$ cat src/rtl/cursor_accum_if.sv
`default_nettype none
// ============================================================================
//  Module      : cursor_accum_if
//  Description : Report-in / cursor-out bundle between the PS/2 mouse decoder,
//                the cursor accumulator and the game/draw logic.
//  Revision    : 1.0 - initial release
// ============================================================================
interface cursor_accum_if #(
    parameter int DW = 9,
    parameter int PW = 10,
    parameter int CW = 4
);
    logic                 valid_i;
    logic signed [DW-1:0] dx_i;
    logic signed [DW-1:0] dy_i;
    logic [7:0]           btn_i;
    logic [PW-1:0]        pos_x;
    logic [PW-1:0]        pos_y;
    logic [CW-1:0]        cell_x;
    logic [CW-1:0]        cell_y;
    logic                 in_board_o;
    logic                 click_o;
    logic [7:0]           btn_o;
    logic                 valid_o;
    logic                 drop_o;

    // Report source side (mouse decoder / testbench)
    modport master (
        output valid_i, dx_i, dy_i, btn_i,
        input  pos_x, pos_y, cell_x, cell_y, in_board_o, click_o, btn_o,
               valid_o, drop_o
    );

    // Accumulator side
    modport slave (
        input  valid_i, dx_i, dy_i, btn_i,
        output pos_x, pos_y, cell_x, cell_y, in_board_o, click_o, btn_o,
               valid_o, drop_o
    );
endinterface
`default_nettype wire

$ cat src/rtl/cursor_accum.sv
`default_nettype none
// ============================================================================
//  Module      : cursor_accum
//  Description : Turns signed relative mouse reports into a clamped absolute
//                cursor, with long-hold recentre and a Gobang board-cell
//                lookup done by iterative subtraction (one step per cycle).
//  Revision    : 1.0 - initial release
// ============================================================================
module cursor_accum #(
    parameter int DW           = 9,
    parameter int PW           = 10,
    parameter int X_START      = 320,
    parameter int Y_START      = 240,
    parameter int X_MIN        = 0,
    parameter int X_MAX        = 629,
    parameter int Y_MIN        = 0,
    parameter int Y_MAX        = 469,
    parameter int SHIFT        = 1,
    parameter int RECENTER_BTN = 3,
    parameter int HOLD_CNT     = 3,
    parameter int BOARD_X0     = 95,
    parameter int BOARD_Y0     = 15,
    parameter int CELL         = 30,
    parameter int N_CELLS      = 15
) (
    input wire logic        clk,
    input wire logic        rst_p,
    cursor_accum_if.slave   bus
);
    localparam int c_cw = $clog2(N_CELLS);
    localparam int c_nw = PW + 2;
    localparam int c_hw = $clog2(HOLD_CNT + 1);

    localparam logic [1:0] c_st_idle = 2'd0;
    localparam logic [1:0] c_st_acc  = 2'd1;
    localparam logic [1:0] c_st_cell = 2'd2;
    localparam logic [1:0] c_st_done = 2'd3;

    localparam logic signed [c_nw-1:0] c_xmin = c_nw'(X_MIN);
    localparam logic signed [c_nw-1:0] c_xmax = c_nw'(X_MAX);
    localparam logic signed [c_nw-1:0] c_ymin = c_nw'(Y_MIN);
    localparam logic signed [c_nw-1:0] c_ymax = c_nw'(Y_MAX);
    localparam logic [PW-1:0]   c_xstart = PW'(X_START);
    localparam logic [PW-1:0]   c_ystart = PW'(Y_START);
    localparam logic [PW-1:0]   c_bx0    = PW'(BOARD_X0);
    localparam logic [PW-1:0]   c_by0    = PW'(BOARD_Y0);
    localparam logic [PW-1:0]   c_cell   = PW'(CELL);
    localparam logic [PW-1:0]   c_span   = PW'(CELL * N_CELLS);
    localparam logic [7:0]      c_rc_btn = 8'(RECENTER_BTN);
    localparam logic [c_hw-1:0] c_hold   = c_hw'(HOLD_CNT);

    // sign(d) * (|d| >> SHIFT); one extra bit so |-2^(DW-1)| fits
    function automatic logic signed [DW:0] f_scale(input logic signed [DW-1:0] d);
        logic signed [DW:0] w_ext;
        logic signed [DW:0] w_mag;
        logic signed [DW:0] w_shr;
        w_ext = {d[DW-1], d};
        w_mag = d[DW-1] ? -w_ext : w_ext;
        w_shr = w_mag >> SHIFT;
        return d[DW-1] ? -w_shr : w_shr;
    endfunction

    // pos + scaled in PW+2 signed bits, then clamped into [lo, hi]
    function automatic logic [PW-1:0] f_next(input logic [PW-1:0] p,
                                             input logic signed [DW-1:0] d,
                                             input logic signed [c_nw-1:0] lo,
                                             input logic signed [c_nw-1:0] hi);
        logic signed [DW:0]     w_s;
        logic signed [c_nw-1:0] w_sum;
        w_s   = f_scale(d);
        w_sum = $signed({2'b00, p}) + $signed({{(c_nw-DW-1){w_s[DW]}}, w_s});
        if (w_sum < lo)      return lo[PW-1:0];
        else if (w_sum > hi) return hi[PW-1:0];
        else                 return w_sum[PW-1:0];
    endfunction

    logic [1:0]           r_state;
    logic [1:0]           w_state_nxt;
    logic signed [DW-1:0] r_dx;
    logic signed [DW-1:0] r_dy;
    logic [7:0]           r_btn_cap;
    logic                 r_click_cap;
    logic                 r_prev_btn0;
    logic [c_hw-1:0]      r_hold;
    logic                 r_recenter;
    logic [PW-1:0]        r_pos_x;
    logic [PW-1:0]        r_pos_y;
    logic [PW-1:0]        r_rel_x;
    logic [PW-1:0]        r_rel_y;
    logic [c_cw-1:0]      r_cnt_x;
    logic [c_cw-1:0]      r_cnt_y;
    logic                 r_done_x;
    logic                 r_done_y;
    logic                 r_inb_x;
    logic                 r_inb_y;
    logic [c_cw-1:0]      r_cell_x;
    logic [c_cw-1:0]      r_cell_y;
    logic                 r_in_board;
    logic [7:0]           r_btn_o;
    logic                 r_valid;
    logic                 r_click;

    logic [PW-1:0]   w_nx;
    logic [PW-1:0]   w_ny;
    logic [PW-1:0]   w_relx0;
    logic [PW-1:0]   w_rely0;
    logic            w_inbx0;
    logic            w_inby0;
    logic            w_fin_x;
    logic            w_fin_y;
    logic [c_hw-1:0] w_hold_inc;

    // Candidate position and initial board-relative offsets for the ACC cycle
    always_comb begin
        w_nx       = r_recenter ? c_xstart : f_next(r_pos_x, r_dx, c_xmin, c_xmax);
        w_ny       = r_recenter ? c_ystart : f_next(r_pos_y, r_dy, c_ymin, c_ymax);
        w_relx0    = w_nx - c_bx0;
        w_rely0    = w_ny - c_by0;
        w_inbx0    = (w_nx >= c_bx0) && (w_relx0 < c_span);
        w_inby0    = (w_ny >= c_by0) && (w_rely0 < c_span);
        w_fin_x    = r_done_x || !r_inb_x || (r_rel_x < c_cell);
        w_fin_y    = r_done_y || !r_inb_y || (r_rel_y < c_cell);
        w_hold_inc = r_hold + c_hw'(1);
    end

    // State register
    always_ff @(posedge clk) begin
        if (rst_p) r_state <= c_st_idle;
        else       r_state <= w_state_nxt;
    end

    // Next-state logic
    always_comb begin
        w_state_nxt = r_state;
        case (r_state)
            c_st_idle: if (bus.valid_i) w_state_nxt = c_st_acc;
            c_st_acc:  w_state_nxt = c_st_cell;
            c_st_cell: if (w_fin_x && w_fin_y) w_state_nxt = c_st_done;
            c_st_done: w_state_nxt = c_st_idle;
            default:   w_state_nxt = c_st_idle;
        endcase
    end

    // Datapath: capture, accumulate, cell iteration and output registers
    always_ff @(posedge clk) begin
        if (rst_p) begin
            r_dx        <= '0;
            r_dy        <= '0;
            r_btn_cap   <= '0;
            r_click_cap <= 1'b0;
            r_prev_btn0 <= 1'b0;
            r_hold      <= '0;
            r_recenter  <= 1'b0;
            r_pos_x     <= c_xstart;
            r_pos_y     <= c_ystart;
            r_rel_x     <= '0;
            r_rel_y     <= '0;
            r_cnt_x     <= '0;
            r_cnt_y     <= '0;
            r_done_x    <= 1'b0;
            r_done_y    <= 1'b0;
            r_inb_x     <= 1'b0;
            r_inb_y     <= 1'b0;
            r_cell_x    <= '0;
            r_cell_y    <= '0;
            r_in_board  <= 1'b0;
            r_btn_o     <= '0;
            r_valid     <= 1'b0;
            r_click     <= 1'b0;
        end else begin
            r_valid <= 1'b0;
            r_click <= 1'b0;
            case (r_state)
                c_st_idle: begin
                    if (bus.valid_i) begin
                        r_dx        <= bus.dx_i;
                        r_dy        <= bus.dy_i;
                        r_btn_cap   <= bus.btn_i;
                        r_click_cap <= bus.btn_i[0] & ~r_prev_btn0;
                        r_prev_btn0 <= bus.btn_i[0];
                        // Reaching the hold count recentres and restarts counting
                        if (bus.btn_i == c_rc_btn) begin
                            if (w_hold_inc == c_hold) begin
                                r_hold     <= '0;
                                r_recenter <= 1'b1;
                            end else begin
                                r_hold     <= w_hold_inc;
                                r_recenter <= 1'b0;
                            end
                        end else begin
                            r_hold     <= '0;
                            r_recenter <= 1'b0;
                        end
                    end
                end
                c_st_acc: begin
                    r_pos_x  <= w_nx;
                    r_pos_y  <= w_ny;
                    r_rel_x  <= w_relx0;
                    r_rel_y  <= w_rely0;
                    r_inb_x  <= w_inbx0;
                    r_inb_y  <= w_inby0;
                    r_cnt_x  <= '0;
                    r_cnt_y  <= '0;
                    r_done_x <= 1'b0;
                    r_done_y <= 1'b0;
                end
                c_st_cell: begin
                    // Off-board axes finish immediately with a zero count
                    if (!r_done_x) begin
                        if (!r_inb_x || r_rel_x < c_cell) begin
                            r_done_x <= 1'b1;
                        end else begin
                            r_rel_x <= r_rel_x - c_cell;
                            r_cnt_x <= r_cnt_x + c_cw'(1);
                        end
                    end
                    if (!r_done_y) begin
                        if (!r_inb_y || r_rel_y < c_cell) begin
                            r_done_y <= 1'b1;
                        end else begin
                            r_rel_y <= r_rel_y - c_cell;
                            r_cnt_y <= r_cnt_y + c_cw'(1);
                        end
                    end
                end
                c_st_done: begin
                    r_valid    <= 1'b1;
                    r_click    <= r_click_cap;
                    r_btn_o    <= r_btn_cap;
                    r_cell_x   <= r_cnt_x;
                    r_cell_y   <= r_cnt_y;
                    r_in_board <= r_inb_x & r_inb_y;
                end
                default: ;
            endcase
        end
    end

    assign bus.pos_x      = r_pos_x;
    assign bus.pos_y      = r_pos_y;
    assign bus.cell_x     = r_cell_x;
    assign bus.cell_y     = r_cell_y;
    assign bus.in_board_o = r_in_board;
    assign bus.click_o    = r_click;
    assign bus.btn_o      = r_btn_o;
    assign bus.valid_o    = r_valid;
    // A report arriving while the pipeline is busy is discarded and flagged
    assign bus.drop_o     = bus.valid_i && (r_state != c_st_idle) && !rst_p;
endmodule
`default_nettype wire

$ cat src/flat_wrapper.sv
// flat-port wrapper written by rule: the top's interface ports become plain ports
module cursor_accum_flat 
#(
    parameter int DW           = 9,
    parameter int PW           = 10,
    parameter int X_START      = 320,
    parameter int Y_START      = 240,
    parameter int X_MIN        = 0,
    parameter int X_MAX        = 629,
    parameter int Y_MIN        = 0,
    parameter int Y_MAX        = 469,
    parameter int SHIFT        = 1,
    parameter int RECENTER_BTN = 3,
    parameter int HOLD_CNT     = 3,
    parameter int BOARD_X0     = 95,
    parameter int BOARD_Y0     = 15,
    parameter int CELL         = 30,
    parameter int N_CELLS      = 15
)
  (clk, rst_p, bus_valid_i, bus_dx_i, bus_dy_i, bus_btn_i, bus_pos_x, bus_pos_y, bus_cell_x, bus_cell_y, bus_in_board_o, bus_click_o, bus_btn_o, bus_valid_o, bus_drop_o);
  cursor_accum_if #(.DW(DW), .PW(PW), .CW(4)) bus_i ();
  input wire logic clk;
  input wire logic rst_p;
  input wire logic [$bits(bus_i.valid_i)-1:0] bus_valid_i;
  input wire logic [$bits(bus_i.dx_i)-1:0] bus_dx_i;
  input wire logic [$bits(bus_i.dy_i)-1:0] bus_dy_i;
  input wire logic [$bits(bus_i.btn_i)-1:0] bus_btn_i;
  output wire logic [$bits(bus_i.pos_x)-1:0] bus_pos_x;
  output wire logic [$bits(bus_i.pos_y)-1:0] bus_pos_y;
  output wire logic [$bits(bus_i.cell_x)-1:0] bus_cell_x;
  output wire logic [$bits(bus_i.cell_y)-1:0] bus_cell_y;
  output wire logic [$bits(bus_i.in_board_o)-1:0] bus_in_board_o;
  output wire logic [$bits(bus_i.click_o)-1:0] bus_click_o;
  output wire logic [$bits(bus_i.btn_o)-1:0] bus_btn_o;
  output wire logic [$bits(bus_i.valid_o)-1:0] bus_valid_o;
  output wire logic [$bits(bus_i.drop_o)-1:0] bus_drop_o;
  assign bus_i.valid_i = bus_valid_i;
  assign bus_i.dx_i = bus_dx_i;
  assign bus_i.dy_i = bus_dy_i;
  assign bus_i.btn_i = bus_btn_i;
  assign bus_pos_x = bus_i.pos_x;
  assign bus_pos_y = bus_i.pos_y;
  assign bus_cell_x = bus_i.cell_x;
  assign bus_cell_y = bus_i.cell_y;
  assign bus_in_board_o = bus_i.in_board_o;
  assign bus_click_o = bus_i.click_o;
  assign bus_btn_o = bus_i.btn_o;
  assign bus_valid_o = bus_i.valid_o;
  assign bus_drop_o = bus_i.drop_o;
  cursor_accum #(.DW(DW), .PW(PW), .X_START(X_START), .Y_START(Y_START), .X_MIN(X_MIN), .X_MAX(X_MAX), .Y_MIN(Y_MIN), .Y_MAX(Y_MAX), .SHIFT(SHIFT), .RECENTER_BTN(RECENTER_BTN), .HOLD_CNT(HOLD_CNT), .BOARD_X0(BOARD_X0), .BOARD_Y0(BOARD_Y0), .CELL(CELL), .N_CELLS(N_CELLS)) u_core (.clk(clk), .rst_p(rst_p), .bus(bus_i));
endmodule
$ cat config.mk
export PLATFORM = sky130hd
export DESIGN_NAME = cursor_accum_flat
export DESIGN_NICKNAME = d
export VERILOG_FILES = /design/src/rtl/cursor_accum_if.sv /design/src/rtl/cursor_accum.sv /design/src/flat_wrapper.sv
export SDC_FILE = /design/constraint.sdc
export NUM_CORES = 1
export LEC_CHECK = 0
export ABC_AREA = 1
export BUFFER_PORTS_ARGS = -buffer_cell sky130_fd_sc_hd__buf_2
export CAP_MARGIN = 40
export CORE_UTILIZATION = 50
export DETAILED_ROUTE_END_ITERATION = 8
export GPL_TIMING_DRIVEN = 0
export HOLD_SLACK_MARGIN = 0.05
export PLACE_DENSITY = 0.69
export SLEW_MARGIN = 20
export SYNTH_ARGS = -nofsm -noshare
export SYNTH_HDL_FRONTEND = slang
export SYNTH_SLANG_ARGS = --single-unit
$ cat constraint.sdc
create_clock -name clk -period 5.41 [get_ports clk]
set_input_delay 1.623 -clock clk [delete_from_list [all_inputs] [get_ports clk]]
set_output_delay 1.623 -clock clk [all_outputs]
set_load 0.05 [all_outputs]
* Yosys cells after proc, flatten, opt, wreduce, memory -nomap -nowiden
Cells that the tools add are included.
** Storage, ports and cells
- Bits in registers :: 104
- Input port bits :: 29
- Output and inout bits :: 40
- Logic and storage cells :: 120
** Operators by class
- $add $sub $neg :: 13
- Order comparisons :: 10
- Eq/ne operators :: 11
- Multiplexer cells :: 36
- Bitwise gates (word level) :: 4
- Reduce and logical (&&, ||, !) cells :: 22
** Operator list (count)
- $mux 10 :: 14
- $neg 9->10 :: 4
- $pmux 10 s2 :: 2
- $add 11x10->12 :: 2
- $lt 12x1->1 const B :: 2
- $lt 10x5->1 const B :: 2
- $lt 10x9->1 const B :: 2
- $sub 10x5->10 const B :: 2
- $mux 4 :: 4
- $pmux 4 s2 :: 2
- $gt 12x10->1 const B :: 1
- $gt 12x11->1 const B :: 1
- $ge 10x4->1 const B :: 1
- $ge 10x7->1 const B :: 1
- $ne 2x2->1 const B :: 5
- $sub 10x4->10 const B :: 1
- $sub 10x7->10 const B :: 1
- $add 4x1->4 const B :: 2
- $eq 8x2->1 const B :: 1
- $mux 2 :: 4
- $pmux 2 s4 :: 1
- $mux 1 :: 7
- $eq 2x2->1 const B :: 3
- $logic_or 1x1->1 :: 6
- 13 further kinds :: 25

* Longest topological paths before layout
Gate-level depths: netlist (run 1).
- Word-level depth :: 12
- Gate-level depth with buffers :: 41
- Gate-level depth less buffers :: 41

* Worst setup path before layout (run 1)
No wires, ideal clock.
- Path type :: input -> output
- Start point :: input rst_p
- End point :: output bus_drop_o
- Arrival :: 2657 ps
- Required time :: 3787 ps
- Path slack :: 1130 ps
- Stages :: 3
- Path buffers :: 2
- Cells stage by stage :: clkbuf_1 -> clkbuf_1 -> nor2_1
** On the way
- Cells in the longest elaborated chain, start to end :: 2
** Ends and longest elaborated chain
- start, declared :: line flat_wrapper.sv:23 : input wire logic rst_p;
- $logic_not 1->1 :: line cursor_accum.sv:249 : assign bus.drop_o = bus.valid_i && (r_state != c_st_idle) && !rst_p;
- $logic_and 1x1->1 :: line cursor_accum.sv:249
- end, declared :: line flat_wrapper.sv:36 : output wire logic [$bits(bus_i.drop_o)-1:0] bus_drop_o;
No other way between the ends.

* Final worst setup path (run 1)
- Start point :: register u_core.r_dy[0]
- End point :: register u_core.r_inb_y
** On the way
- Cells in the longest elaborated chain, start to end :: 12
- Elaborated cells on any way between the ends :: 14
- Those cells by class :: add/sub: 4; order compare: 4; mux: 5; reduce/logical: 1
** Ends and longest elaborated chain
- start, declared :: line cursor_accum.sv:80 : logic signed [DW-1:0] r_dy;
- start signal, assigned :: line cursor_accum.sv:177 : r_dy <= bus.dy_i;
- $neg 9->10 * :: line cursor_accum.sv:58 : w_mag = d[DW-1] ? -w_ext : w_ext;
- $mux 10 * :: line cursor_accum.sv:58
- $neg 9->10 :: line cursor_accum.sv:60 : return d[DW-1] ? -w_shr : w_shr;
- $mux 10 * :: line cursor_accum.sv:60
- $add 11x10->12 * :: line cursor_accum.sv:71 : w_sum = $signed({2'b00, p}) + $signed({{(c_nw-DW-1){w_s[DW]}}, w_s});
- $gt 12x10->1 :: line cursor_accum.sv:73 : else if (w_sum > hi) return hi[PW-1:0];
- $mux 10 :: line cursor_accum.sv:73
- $mux 10 * :: line cursor_accum.sv:72 : if (w_sum < lo) return lo[PW-1:0];
- $mux 10 * :: line cursor_accum.sv:116 : w_ny = r_recenter ? c_ystart : f_next(r_pos_y, r_dy, c_ymin, c_ymax);
- named net u_core.w_ny[0] :: line cursor_accum.sv:104 : logic [PW-1:0] w_ny;
- $sub 10x4->10 :: line cursor_accum.sv:118 : w_rely0 = w_ny - c_by0;
- $lt 10x9->1 :: line cursor_accum.sv:120 : w_inby0 = (w_ny >= c_by0) && (w_rely0 < c_span);
- $logic_and 1x1->1 * :: line cursor_accum.sv:120
- end signal, assigned :: line cursor_accum.sv:202 : r_inb_y <= w_inby0;
- end, declared :: line cursor_accum.sv:95 : logic r_inb_y;
Mark *: on every way through the listed nets, which the timed path passes. The rest lies on a longest branch.
A chain may end at the register's enable or synchronous reset.

==> impl_metrics.json, run 1 <==
{
  "dp.final_hpwl_mm": 13.5,
  "cts_resized": 0,
  "cts_post_setup_buffers_inserted": 0,
  "cts.hold.buffers_added": 0,
  "num-nets-final": 1168,
  "netlist_instances": 1020,
  "post-route-period-util_pct": 91.5,
  "grt_pass1_vias": 5936,
  "drt-initial-drc-count": 389,
  "critPathArrivalTime_ns": 5.16,
  "wirelength_mm": 17.0,
  "synth.top_cell.area_share_pct": 30.2,
  "avgViaCountPerCell": 5.14,
  "cts_sinks": 101,
  "slew_headroom_pct": 59.2,
  "worst_hold_slack_ns": 0.457,
  "synth-main-ff-cell": "dfxtp_1",
  "detailedRoute.firstPassIterationCount": 5,
  "rsz_0062_raised_after_global_routing": "false",
  "post_synth_main_area_contributors": "dfxtp_1, nand2_1, inv_1",
  "worst-slew-pin-transition_ns": 0.612,
  "postLayoutSetupSlackWorst_ns": 0.462,
  "synth_top_cell_by_area": "dfxtp_1",
  "clock_insertion_delay_worst_skew_ns": 0.35,
  "fmax_mhz": 202,
  "wire_length_of_the_first_global_routing_pass_mm": 28.4,
  "grt_max_degree": 18,
  "num_io_pins": 69,
  "cts_bufs_inserted": 9,
  "asyncSetResetFlopFracSynth_pct": 0,
  "h_tree_depth": 3,
  "final-setup-viol-count": 0,
  "startpoint_class": "flip-flop",
  "hold_fails_final_rpt": 0,
  "post_synth_instance_area_um2": 6700,
  "setup.worst_path.start": "u_core.r_dy[0]",
  "clock_tree.root_cell": "clkbuf_16",
  "dp_slack_ns": 0.416,
  "cts_max_path_buffers": 2,
  "multiInputGateArea_um2": 4000,
  "synth_edf_count": 0,
  "drtAntennaViolNets": 0,
  "placeableCoreArea_um2": 12800,
  "die-width_um": 118,
  "drc": 0,
  "area.growth.synth_to_final_pct": 13.1,
  "post_synth_most_frequent_cells": "nand2_1, inv_1, dfxtp_1, nor2_1, o21ai_0",
  "critical_path_class": "flip-flop to flip-flop",
  "critical_path.max_stage_delay_ns": 0.34,
  "critPathSlowestCell": "dfxtp_1",
  "synth_warn": 0,
  "totalNegativeSetupSlack_ns": 0,
  "finalWorstPathRequiredPeriod_ns": 4.95,
  "critical_path.most_common_cell": "nand2_1",
  "row_cnt": 41,
  "drive_above_1_share_pct": 12.2,
  "report.final.slew_viol_count": 0,
  "syn-num-nets": 1090,
  "area.sequential_um2": 2020,
  "die-area_um2": 13900,
  "initial_utilization_pct": 52.2,
  "crit_path_end_kind": "flip-flop",
  "globalplace.congestion": 0.884,
  "seq_total_area_yosys_pct": 30.2,
  "placement.io_buffers": 67,
  "critical_path.max_fanout": 4,
  "grt_use_total_pct": 25.3,
  "r2r-start": "u_core.r_dy[0]",
  "antenna_found_initial": 1,
  "synth_most_common_cell": "nand2_1",
  "synth_seq_cells": 101,
  "post_synth.cell_area_avg_um2": 6.56,
  "vias": 6551,
  "clock_tree_from_tritoncts": "yes",
  "finClkSkew_ns": 0.00834,
  "outcome": "completed",
  "n_antenna_cell": 0,
  "fp.dieH_um": 118,
  "drt-wirelength-per-cell_um": 13.3,
  "timing.hold.worst.start": "u_core.r_done_y",
  "global_route.overflow_total": 0,
  "hp-class": "flip-flop to flip-flop",
  "worst_setup_hold_path_clk_slew_ns": 0.07,
  "cp_data_required_time_ns": 5.63,
  "number_of_distinct_library_cell_variants_in_the_gate_level_netlist_after_synthesis": 46,
  "drv_cap": 0,
  "fillerInstances": 1271
}
worst max-delay path, delay by kind of cell (launching register included):
family / cells / cell delay, ns
AND/OR/NAND/NOR: 12 / 1.12
XOR/XNOR: 2 / 0.31
buffers and inverters: 8 / 0.60
flip-flops: 1 / 0.34
adder cells (fa/ha/maj): 4 / 0.97
AO/OA/AOI/OAI: 8 / 1.45
kinds of logic after synthesis:
logic type / after synthesis / share of synthesized area [%]
AND/OR/NAND/NOR: 459 / 30.8
AO/OA/AOI/OAI: 207 / 16.7
buffers and inverters: 181 / 10.3
flip-flops: 101 / 30.2
adder cells (fa/ha/maj): 41 / 7.89
XOR/XNOR: 31 / 4.17
placed cells by master (no fill, tap or decap), types with 6 or more instances in the layout:
cell,count
nor3_1,9
inv_2,6
nor2_1,101
dfxtp_1,101
nand3_1,60
xnor2_1,7
nand4_1,19
buf_2,70
o22ai_1,11
a21oi_1,75
clkbuf_1,28
clkbuf_16,9
o21ai_0,89
nand3b_1,6
inv_1,143
o21ai_1,7
xor2_1,22
nand2_1,223
nand2_2,16
ha_1,39
worst paths after layout:
path / endpoint / slack [ns] / cells past startpoint
max: u_core.r_inb_y / 0.46 / 34
min: u_core.r_done_y / 0.46 / 2
max reg2reg: u_core.r_inb_y / 0.46 / 34
min reg2reg: u_core.r_done_y / 0.46 / 2
stage by stage:
| stage | util (%) | cell area [µm²] | cells |
|---|---|---|---|
| finish | 59.0 | 7570 | 1275 |
| global route | 59.0 | 7570 | 1275 |
| CTS | 58.9 | 7550 | 1275 |
| detailed placement | 56.5 | 7250 | 1259 |
| global placement | 56.5 | 7250 | 1259 |
| floorplan | - | 6700 | 1020 |
sequential cells by signal (all words and copies together) (netlist names):
signal	count
u_core.r_cnt_y	4
u_core.r_inb_y	1
u_core.bus.pos_x	10
u_core.r_hold	2
u_core.r_btn_cap	8
u_core.r_inb_x	1
u_core.bus.in_board_o	1
u_core.r_state	2
u_core.bus.cell_x	4
u_core.bus.valid_o	1
u_core.r_click_cap	1
u_core.r_dy	9
u_core.bus.btn_o	8
u_core.r_dx	9
u_core.r_rel_x	9
u_core.r_rel_y	9
u_core.r_done_x	1
u_core.r_done_y	1
u_core.bus.pos_y	10
u_core.bus.click_o	1
u_core.r_cnt_x	4
u_core.r_recenter	1
u_core.bus.cell_y	4
layer usage:
layer | GRT usage, % | vias to the layer above | part of all wire (%)
met5 | 0 | - | 0
met4 | 6.89 | 0 | 1.5
met3 | 5.33 | 18 | 6.1
met2 | 40.2 | 166 | 43
met1 | 34.6 | 2903 | 49
li1 | - | 3464 | -
area by class of cell:
| class | count | share of cell area [%] |
|---|---|---|
| multi-input cells | 738 | 52.9 |
| flip-flops and latches | 101 | 26.7 |
| inverters | 150 | 7.44 |
| repair buffers | 67 | 4.43 |
| clock buffers | 11 | 3.21 |
| well taps | 172 | 2.84 |
| plain buffers | 31 | 1.64 |
| clock inverters | 5 | 0.860 |
Power of run 1 is left out: the tool's default activity adds up to more than one toggle a clock period on the data nets, which glitch-free logic cannot reach.
==> inputs of run 2 (changes only) <==
- clock period: 5.41 -> 4.8 ns (I/O delays scaled with it)
==> impl_metrics.json, run 2 (synthesis gave the netlist of run 1 again) <==
{
  "worst-r2r-cell-count": 35,
  "global_route.overflow_total": 0,
  "routed_met2_length_mm": 7.67,
  "hp-class": "flip-flop to flip-flop",
  "critical_path.max_fanout": 4,
  "antenna_found_initial": 1,
  "die-area_um2": 13900,
  "most-common-layout-cells": "nand2_1, inv_1, dfxtp_1",
  "critical_path.max_stage_delay_ns": 0.35,
  "n_antenna_cell": 0,
  "wirelength_mm": 17.5,
  "hold_fails_final_rpt": 0,
  "fillerInstances": 1240,
  "grt_max_degree": 18,
  "route.met3.wl_um": 870,
  "fmax_mhz": 223,
  "clock_tree_from_tritoncts": "yes",
  "startpoint_class": "flip-flop",
  "drt-wirelength-per-cell_um": 13.6,
  "grt_pass1_vias": 5943,
  "placeableCoreArea_um2": 12800,
  "num_io_pins": 69,
  "crit_path_end_kind": "flip-flop",
  "mostFrequentLayoutCell": "nand2_1",
  "initial_utilization_pct": 52.2,
  "slew_headroom_pct": 58.1,
  "critPathSlowestCell": "dfxtp_1",
  "clock_insertion_delay_worst_skew_ns": 0.35,
  "critical_path.most_common_cell": "nand2_1",
  "final-setup-viol-count": 0,
  "report.final.slew_viol_count": 0,
  "critical_path_depth": 35,
  "vias": 6633,
  "dp.final_hpwl_mm": 13.5,
  "topRoutingLayerUsed": "met4",
  "die-width_um": 118,
  "cts.hold.buffers_added": 0,
  "cts_bufs_inserted": 9,
  "placement.io_buffers": 67,
  "drt-initial-drc-count": 346,
  "worstSetupEndpoint": "u_core.r_inb_y",
  "detailedRoute.firstPassIterationCount": 5,
  "drive_above_1_share_pct": 17.3,
  "fp.dieH_um": 118,
  "avgViaCountPerCell": 5.15,
  "critical_path.top_delay_family": "simple AND/OR/NAND/NOR gates",
  "finalWorstPathRequiredPeriod_ns": 4.49,
  "finClkSkew_ns": 0.00791,
  "drc": 0,
  "worst_setup_hold_path_clk_slew_ns": 0.07,
  "worst_hold_slack_ns": 0.457,
  "r2r-end": "u_core.r_inb_y",
  "grt_use_total_pct": 25.4,
  "worst-r2r-setup-slack_ns": 0.31,
  "worst-slew-pin-transition_ns": 0.628,
  "outcome": "completed",
  "clock_tree.root_cell": "clkbuf_16",
  "cp_data_required_time_ns": 5.01,
  "critPathArrivalTime_ns": 4.71,
  "post-route-period-util_pct": 93.6,
  "wire_length_of_the_first_global_routing_pass_mm": 28.5,
  "setup.worst_path.start": "u_core.r_dy[0]",
  "worst-path-buf-inv": 9,
  "drtAntennaViolNets": 0,
  "row_cnt": 41,
  "critical_path_class": "flip-flop to flip-flop",
  "cts_max_path_buffers": 2,
  "h_tree_depth": 3,
  "m1WireLength_mm": 8.67,
  "cts_sinks": 101,
  "num-nets-final": 1181,
  "globalplace.congestion": 0.884,
  "r2r-start": "u_core.r_dy[0]",
  "area.growth.synth_to_final_pct": 17.5,
  "drv_cap": 0
}
## run 2: changes by cell type in the layout (fill, tap and decap cells not counted), sizes merged
| cell | delta |
|---|---|
| buf | +13 |
## run 2: worst min-delay path by stage
| stage | from | endpoint | slack (ns) | depth (start not counted) |
|---|---|---|---|---|
| floorplan | u_core.r_done_x | u_core.r_done_x | 0.43 | 2 |
| global placement | u_core.r_done_x | u_core.r_done_x | 0.44 | 2 |
| detailed placement | u_core.r_done_y | u_core.r_done_y | 0.45 | 2 |
| CTS | u_core.r_done_y | u_core.r_done_y | 0.46 | 2 |
| global route | u_core.r_done_y | u_core.r_done_y | 0.48 | 2 |
| finish | u_core.r_done_y | u_core.r_done_y | 0.46 | 2 |
## run 2: repair_timing
action | CTS | global route
pin swaps | 0 | 22
gates resized for setup | 4 | 54
buffers inserted | 0 | 13
endpoints found under the setup margin | 3 | 7
## run 2: metal layers
layer  vias up  track usage, %
met1      2966            34.6
met3        19            5.33
met5         -               0
li1       3492               -
met4         0            6.65
met2       156            40.6
## run 2: tightest hold or removal path: cells and delay by family, from the launching register on
kind | cells | cell delay, ns
AO/OA/AOI/OAI | 1 | 0.06
buffers and inverters | 1 | 0.06
flip-flops | 1 | 0.30
## run 2: final cells by class
cell class	count	area, µm²	share of cell area [%]
timing repair buffer	80	433	5.51
sequential	101	2020	25.7
multi-input combinational	738	4200	53.4
tap	172	215	2.74
inverter	150	566	7.19
buffer	31	124	1.58
clock inverter	5	65.1	0.827
clock buffer	11	243	3.09
## run 2: metrics by stage
step	worst slack, ns	setup TNS, ns	cell area (µm²)	utilization, %	std cells
3_5_place_dp	-0.194	-0.282	7250	56.5	1259
6_report	0.309	0	7860	61.3	1288
2_1_floorplan	0.656	0	6700	-	1020
4_1_cts	0.0101	0	7570	59.0	1275
3_3_place_gp	-0.152	-0.189	7250	56.5	1259
5_1_grt	-0.0442	-0.0765	7860	61.3	1288
Power of run 2 is left out for the same reason.
